<file path="src/rtl/memory_stage.sv">
// Pipeline memory stage: data-bus request/wait FSM, store lane steering,
// load formatting and the MEM/WB register.
module memory_stage (
  input  logic        i_clk,
  input  logic        i_rst,
  input  logic        i_rd_wren_m,
  input  logic        i_mem_wren_m,
  input  logic [1:0]  i_wb_sel_m,
  input  logic [2:0]  i_funct3_m,
  input  logic [4:0]  i_rd_m,
  input  logic [31:0] i_pc_four_m,
  input  logic [31:0] i_st_data_m,
  input  logic [31:0] i_alu_data_m,
  output logic        o_dmem_req,
  output logic        o_dmem_we,
  output logic [31:0] o_dmem_addr,
  output logic [31:0] o_dmem_wdata,
  output logic [3:0]  o_dmem_be,
  input  logic        i_dmem_ack,
  input  logic [31:0] i_dmem_rdata,
  output logic        o_stall_m,
  output logic        o_rd_wren_w,
  output logic [4:0]  o_rd_w,
  output logic [31:0] o_wb_data_w,
  output logic        o_misalign_w,
  output logic        o_bus_err_w
);

  // state | meaning
  // IDLE  | no access outstanding; aligned accesses issue immediately
  // BUSY  | access issued, waiting for ack; counter tracks wait cycles
  typedef enum logic {IDLE, BUSY} state_e;

  state_e      state_q, state_d;
  logic [3:0]  cnt_q, cnt_d;
  logic        access, misalign, timeout, req, stall;
  logic [7:0]  ld_byte;
  logic [15:0] ld_half;
  logic [31:0] ld_data, wb_data;

  logic        rd_wren_q, rd_wren_d;
  logic [4:0]  rd_q, rd_d;
  logic [31:0] data_q, data_d;
  logic        mis_q, mis_d;
  logic        berr_q, berr_d;

  always_comb begin
    access   = i_mem_wren_m | (i_wb_sel_m == 2'b01);
    misalign = 1'b0;
    case (i_funct3_m[1:0])
      2'b01:   misalign = i_alu_data_m[0];
      2'b10:   misalign = (i_alu_data_m[1:0] != 2'b00);
      default: misalign = 1'b0;
    endcase
    timeout = (state_q == BUSY) && (cnt_q == 4'hF) && !i_dmem_ack;
  end

  always_comb begin
    state_d = state_q;
    cnt_d   = cnt_q;
    req     = 1'b0;
    stall   = 1'b0;
    case (state_q)
      IDLE: begin
        if (access && !misalign) begin
          req = 1'b1;
          if (!i_dmem_ack) begin
            stall   = 1'b1;
            state_d = BUSY;
            cnt_d   = 4'd1;
          end
        end
      end
      BUSY: begin
        req = 1'b1;
        // ack on the last wait cycle still completes normally
        if (i_dmem_ack || cnt_q == 4'hF) begin
          state_d = IDLE;
          cnt_d   = 4'd0;
        end else begin
          stall = 1'b1;
          cnt_d = cnt_q + 4'd1;
        end
      end
      default: begin
        state_d = IDLE;
        cnt_d   = 4'd0;
      end
    endcase
    if (i_rst) begin
      req   = 1'b0;
      stall = 1'b0;
    end
  end

  always_ff @(posedge i_clk) begin
    if (i_rst) begin
      state_q <= IDLE;
      cnt_q   <= 4'd0;
    end else begin
      state_q <= state_d;
      cnt_q   <= cnt_d;
    end
  end

  assign o_dmem_req  = req;
  assign o_dmem_we   = req & i_mem_wren_m;
  assign o_dmem_addr = {i_alu_data_m[31:2], 2'b00};
  assign o_stall_m   = stall;

  always_comb begin
    case (i_funct3_m[1:0])
      2'b00: begin
        o_dmem_be    = 4'b0001 << i_alu_data_m[1:0];
        o_dmem_wdata = {4{i_st_data_m[7:0]}};
      end
      2'b01: begin
        o_dmem_be    = 4'b0011 << {i_alu_data_m[1], 1'b0};
        o_dmem_wdata = {2{i_st_data_m[15:0]}};
      end
      default: begin
        o_dmem_be    = 4'b1111;
        o_dmem_wdata = i_st_data_m;
      end
    endcase
  end

  always_comb begin
    case (i_alu_data_m[1:0])
      2'b00:   ld_byte = i_dmem_rdata[7:0];
      2'b01:   ld_byte = i_dmem_rdata[15:8];
      2'b10:   ld_byte = i_dmem_rdata[23:16];
      default: ld_byte = i_dmem_rdata[31:24];
    endcase
    ld_half = i_alu_data_m[1] ? i_dmem_rdata[31:16] : i_dmem_rdata[15:0];
    case (i_funct3_m)
      3'b000:  ld_data = {{24{ld_byte[7]}}, ld_byte};
      3'b001:  ld_data = {{16{ld_half[15]}}, ld_half};
      3'b100:  ld_data = {24'd0, ld_byte};
      3'b101:  ld_data = {16'd0, ld_half};
      default: ld_data = i_dmem_rdata;
    endcase
    case (i_wb_sel_m)
      2'b01:   wb_data = ld_data;
      2'b10:   wb_data = i_pc_four_m;
      default: wb_data = i_alu_data_m;
    endcase
  end

  always_comb begin
    rd_wren_d = i_rd_wren_m;
    rd_d      = i_rd_m;
    data_d    = wb_data;
    mis_d     = 1'b0;
    berr_d    = 1'b0;
    if (stall) begin
      rd_wren_d = 1'b0;
      rd_d      = 5'd0;
      data_d    = 32'd0;
    end else if (state_q == IDLE && access && misalign) begin
      rd_wren_d = 1'b0;
      mis_d     = 1'b1;
    end else if (timeout) begin
      rd_wren_d = 1'b0;
      berr_d    = 1'b1;
    end
  end

  always_ff @(posedge i_clk) begin
    if (i_rst) begin
      rd_wren_q <= 1'b0;
      rd_q      <= 5'd0;
      data_q    <= 32'd0;
      mis_q     <= 1'b0;
      berr_q    <= 1'b0;
    end else begin
      rd_wren_q <= rd_wren_d;
      rd_q      <= rd_d;
      data_q    <= data_d;
      mis_q     <= mis_d;
      berr_q    <= berr_d;
    end
  end

  assign o_rd_wren_w  = rd_wren_q;
  assign o_rd_w       = rd_q;
  assign o_wb_data_w  = data_q;
  assign o_misalign_w = mis_q;
  assign o_bus_err_w  = berr_q;

endmodule

</file>
<file path="config.mk">
export PLATFORM = sky130hd
export DESIGN_NAME = memory_stage
export DESIGN_NICKNAME = d
export VERILOG_FILES = /design/src/rtl/memory_stage.sv
export SDC_FILE = /design/constraint.sdc
export NUM_CORES = 1
export LEC_CHECK = 0
export ABC_AREA = 1
export ABC_CLOCK_PERIOD_IN_PS = 1400
export BUFFER_PORTS_ARGS = -buffer_cell sky130_fd_sc_hd__buf_2
export CORE_MARGIN = 4
export CORE_UTILIZATION = 38
export DETAILED_ROUTE_END_ITERATION = 8
export GPL_TIMING_DRIVEN = 1
export PLACE_DENSITY_LB_ADDON = 0.05
export SLEW_MARGIN = 20
export SYNTH_ARGS = -nofsm -noshare
export SYNTH_HDL_FRONTEND = slang
export SYNTH_SLANG_ARGS = --single-unit
</file>
<file path="constraint.sdc">
create_clock -name i_clk -period 1.4 [get_ports i_clk]
set_input_delay 0 -clock i_clk [delete_from_list [all_inputs] [get_ports i_clk]]
set_output_delay 0 -clock i_clk [all_outputs]
set_load 0.02 [all_outputs]
</file>
==> impl_metrics.env <==
export IMPL_status="finished with violations"
export IMPL_failed_checks="negative setup slack"
export IMPL_die_area_mm2=0.0112
export IMPL_hold_path_class="input pin to flop"
export IMPL_final_hold_violation_count=0
export IMPL_cp_arrival_ns=1.45
export IMPL_synth_area_mm2=0.00363
export IMPL_die_w_um=106
export IMPL_reg2reg_depth=8
export IMPL_muxShareOfSynthArea_pct=0
export IMPL_synth_top_family_by_area="simple AND/OR/NAND/NOR gates"
export IMPL_drcViolationCount=0
export IMPL_vias=4510
export IMPL_core_region_area_mm2=0.00928
export IMPL_yosys_area_share_simple_pct=31.1
export IMPL_place_gp_congestion=0.872
export IMPL_syn_area_per_cell_um2=6.52
export IMPL_rows=35
export IMPL_root_buffer="clkbuf_8"
export IMPL_fin_hold_ws_ns=0.00375
export IMPL_drtPass1Iterations=4
export IMPL_start_kind="flop"
export IMPL_powerDensity_mw_per_mm2=766
export IMPL_regToRegStartpoint="cnt_q[0]$_SDFFE_PP0P_"
export IMPL_worst_slew_pin_slew_ns=0.573
export IMPL_ant_nets=0
export IMPL_slew_limit_headroom_pct=61.8
export IMPL_layout_min_cycle_time_ns=1.45
export IMPL_clock_fmax_mhz=689
export IMPL_grt_max_degree=38
export IMPL_reg2reg_to="o_wb_data_w[10]$_SDFF_PP0_"
export IMPL_start_util_pct=39.1
export IMPL_postSynthCellCount=557
export IMPL_gr_total_overflow=0
export IMPL_setup_tns_ns=-0.0693
export IMPL_grt_pass1_wl_mm=21.6
export IMPL_cts_clk_slew_worst_paths_ns=0.09
export IMPL_p_leak_nw=2.80
export IMPL_setup_worst_path_start="cnt_q[1]$_SDFFE_PP0P_"
export IMPL_finalNetCount=941
export IMPL_drv_slew=0
export IMPL_die_h_um=106
export IMPL_clock_path_buffers=2
export IMPL_areaGrowthSynthToFinish_pct=45.1
export IMPL_hp_start="i_pc_four_m[11]"
export IMPL_layout_drive_gt1_share_pct=45.1
export IMPL_rsz0062_at_grt="yes"
export IMPL_peakVddDrop_v=0.000362
export IMPL_power_mw=4.03
export IMPL_yosysWarningCount=0
export IMPL_clock_skew_ns=0.00971
export IMPL_synth_area_leaders="dfxtp_1 (25%), nand2_1 (11%), a21oi_1 (10%), buf_4 (9.1%), inv_1 (5.9%)"
export IMPL_cp_end_kind="output port"
export IMPL_drt_iter0_markers=168
export IMPL_period_share_pct=104
export IMPL_vias_per_cell=4.89
export IMPL_synth_top_area_share_pct=24.8
export IMPL_cp_endpoint="o_stall_m"
export IMPL_pin_count=254
export IMPL_ys_types=34
export IMPL_finalSetupViolCount=3
export IMPL_grt_pass1_vias=4501
export IMPL_crit_required_ns=1.40
export IMPL_drt_wl_total_mm=14.0
export IMPL_cts_tree="done"
export IMPL_port_buffers=251
export IMPL_clk_latency_ns=0.30
export IMPL_setup_ws_ns=-0.0513
export IMPL_synth_seq_area_share_pct=24.8
export IMPL_antenna_found_initial=0
export IMPL_numCtsBuffers=5
export IMPL_place_hpwl_mm=10.8
export IMPL_critPathKind="flop to output port"
export IMPL_yosys_area_top_type="dfxtp_1"
export IMPL_dpl_worst_slack_ns=-0.0589
export IMPL_fillCellCount=984
export IMPL_h_tree_depth=2
export IMPL_r2r_slack_ns=-0.01
export IMPL_cts_num_sinks=45
export IMPL_synth_seq_cells=45
export IMPL_synthAdderAreaFrac_pct=2.07
export IMPL_synth_xor_area_share_pct=0.241
export IMPL_path_max_fanout=5
export IMPL_globalRouteTotalUtil_pct=23.8
export IMPL_wire_per_inst_um=15.1
export IMPL_n_antenna_cell=0
export IMPL_cap_viol_max_count=0
export IMPL_synth_compound_area_share_pct=21.0
export IMPL_post_route_util_pct=56.7
==> area by class of cell <==
cell class,instances,area (um2),area share (%)
multi-input combinational,374,2040,38.7
timing repair buffer,304,1840,35.0
sequential,45,905,17.2
inverter,62,233,4.42
tap,129,161,3.06
clock buffer,7,76.3,1.45
clock inverter,1,7.51,0.143
==> worst max-delay path: stages, from the launching register on <==
cell	delay, ns
dfxtp_2	0.35
ha_4	0.16
nand2_2	0.07
nor2_2	0.04
inv_2	0.06
nand2_4	0.08
buf_12	0.14
a21oi_4	0.12
buf_6	0.13
==> per-layer routing <==
layer  GRT usage, %  wire length, um  vias up
li1               -                -     2270
met1           28.8             5830     2054
met2           43.3             7030      172
met3           4.84              934       14
met4           4.90              169        0
met5              0                0        -
==> power breakdown <==
part	switching [mW]	internal [mW]
logic	1.07	0.712
clock network	0.478	0.355
registers	0.0336	1.38
total	1.58	2.45
==> synthesized netlist by cell type (all sizes together) <==
master	instances
a21oi	85
a31oi	1
buf	65
clkbuf	12
conb	1
dfxtp	45
ha	6
inv	62
nand2	114
nand3	33
nand3b	1
nand4	27
nor2	30
nor3	2
o211ai	9
o21ai	24
o221ai	6
o22ai	8
or2	25
xor2	1
==> metrics by stage <==
step | instance area (um2) | cells
global route | 5270 | 922
detailed placement | 4800 | 885
floorplan | 3640 | 558
CTS | 5250 | 922
finish | 5270 | 922
global placement | 4800 | 885
==> cells by family after synthesis <==
family	Yosys count
xor gates and xnor gates	1
buffers and inverters	139
other	1
and+or+nand+nor	232
adders and majority gates	6
DFF	45
AOI/OAI and AO/OA	133
==> flip-flops by register name, indices dropped and copies added, names as in the netlist <==
name	cells
cnt_q	4
o_bus_err_w	1
o_misalign_w	1
o_rd_w	5
o_rd_wren_w	1
o_wb_data_w	32
state_q	1
==> what timing repair did <==
action | 4_1_cts | 5_1_grt
pin swaps | 1 | 1
buffers inserted | 1 | 0
endpoints found under the hold margin | 30 | 0
endpoints found under the setup margin | 27 | 37
hold buffers | 27 | 0
resized for setup | 16 | 5
gates cloned | 1 | 0
==> cells in the final DEF (no fill, tap or decap), types with 2 or more instances in the layout <==
cell type      count
nand3_2            2
buf_12             7
inv_2              8
dfxtp_1           42
o21ai_0           20
nand4_1           26
or2_2             25
nor3_1             2
nand2_2           11
a21oi_2           13
clkbuf_1           2
o21ai_1            3
conb_1             2
o211ai_1           9
clkbuf_8           5
buf_2            250
nand3_4            2
dlygate4sd3_1     27
nand2_4            2
a21oi_1           71
o22ai_1            8
nand3_1           29
nor2_1            25
nor2_2             4
o221ai_1           6
ha_1               5
buf_6              2
nand2_1          101
dfxtp_2            3
buf_4             17
inv_1             54
==> worst min path at each step <==
stage / to / slack (ns) / cells after the start
floorplan: o_rd_w[0]$_SDFF_PP0_ / 0.11 / 2
global placement: o_rd_w[3]$_SDFF_PP0_ / 0.22 / 3
detailed placement: o_rd_w[3]$_SDFF_PP0_ / 0.22 / 3
CTS: o_wb_data_w[17]$_SDFF_PP0_ / 0.00008 / 3
global route: o_wb_data_w[26]$_SDFF_PP0_ / 0.0004 / 3
finish: o_wb_data_w[11]$_SDFF_PP0_ / 0.004 / 3
Note: power is estimated with default switching activity, not from simulation.
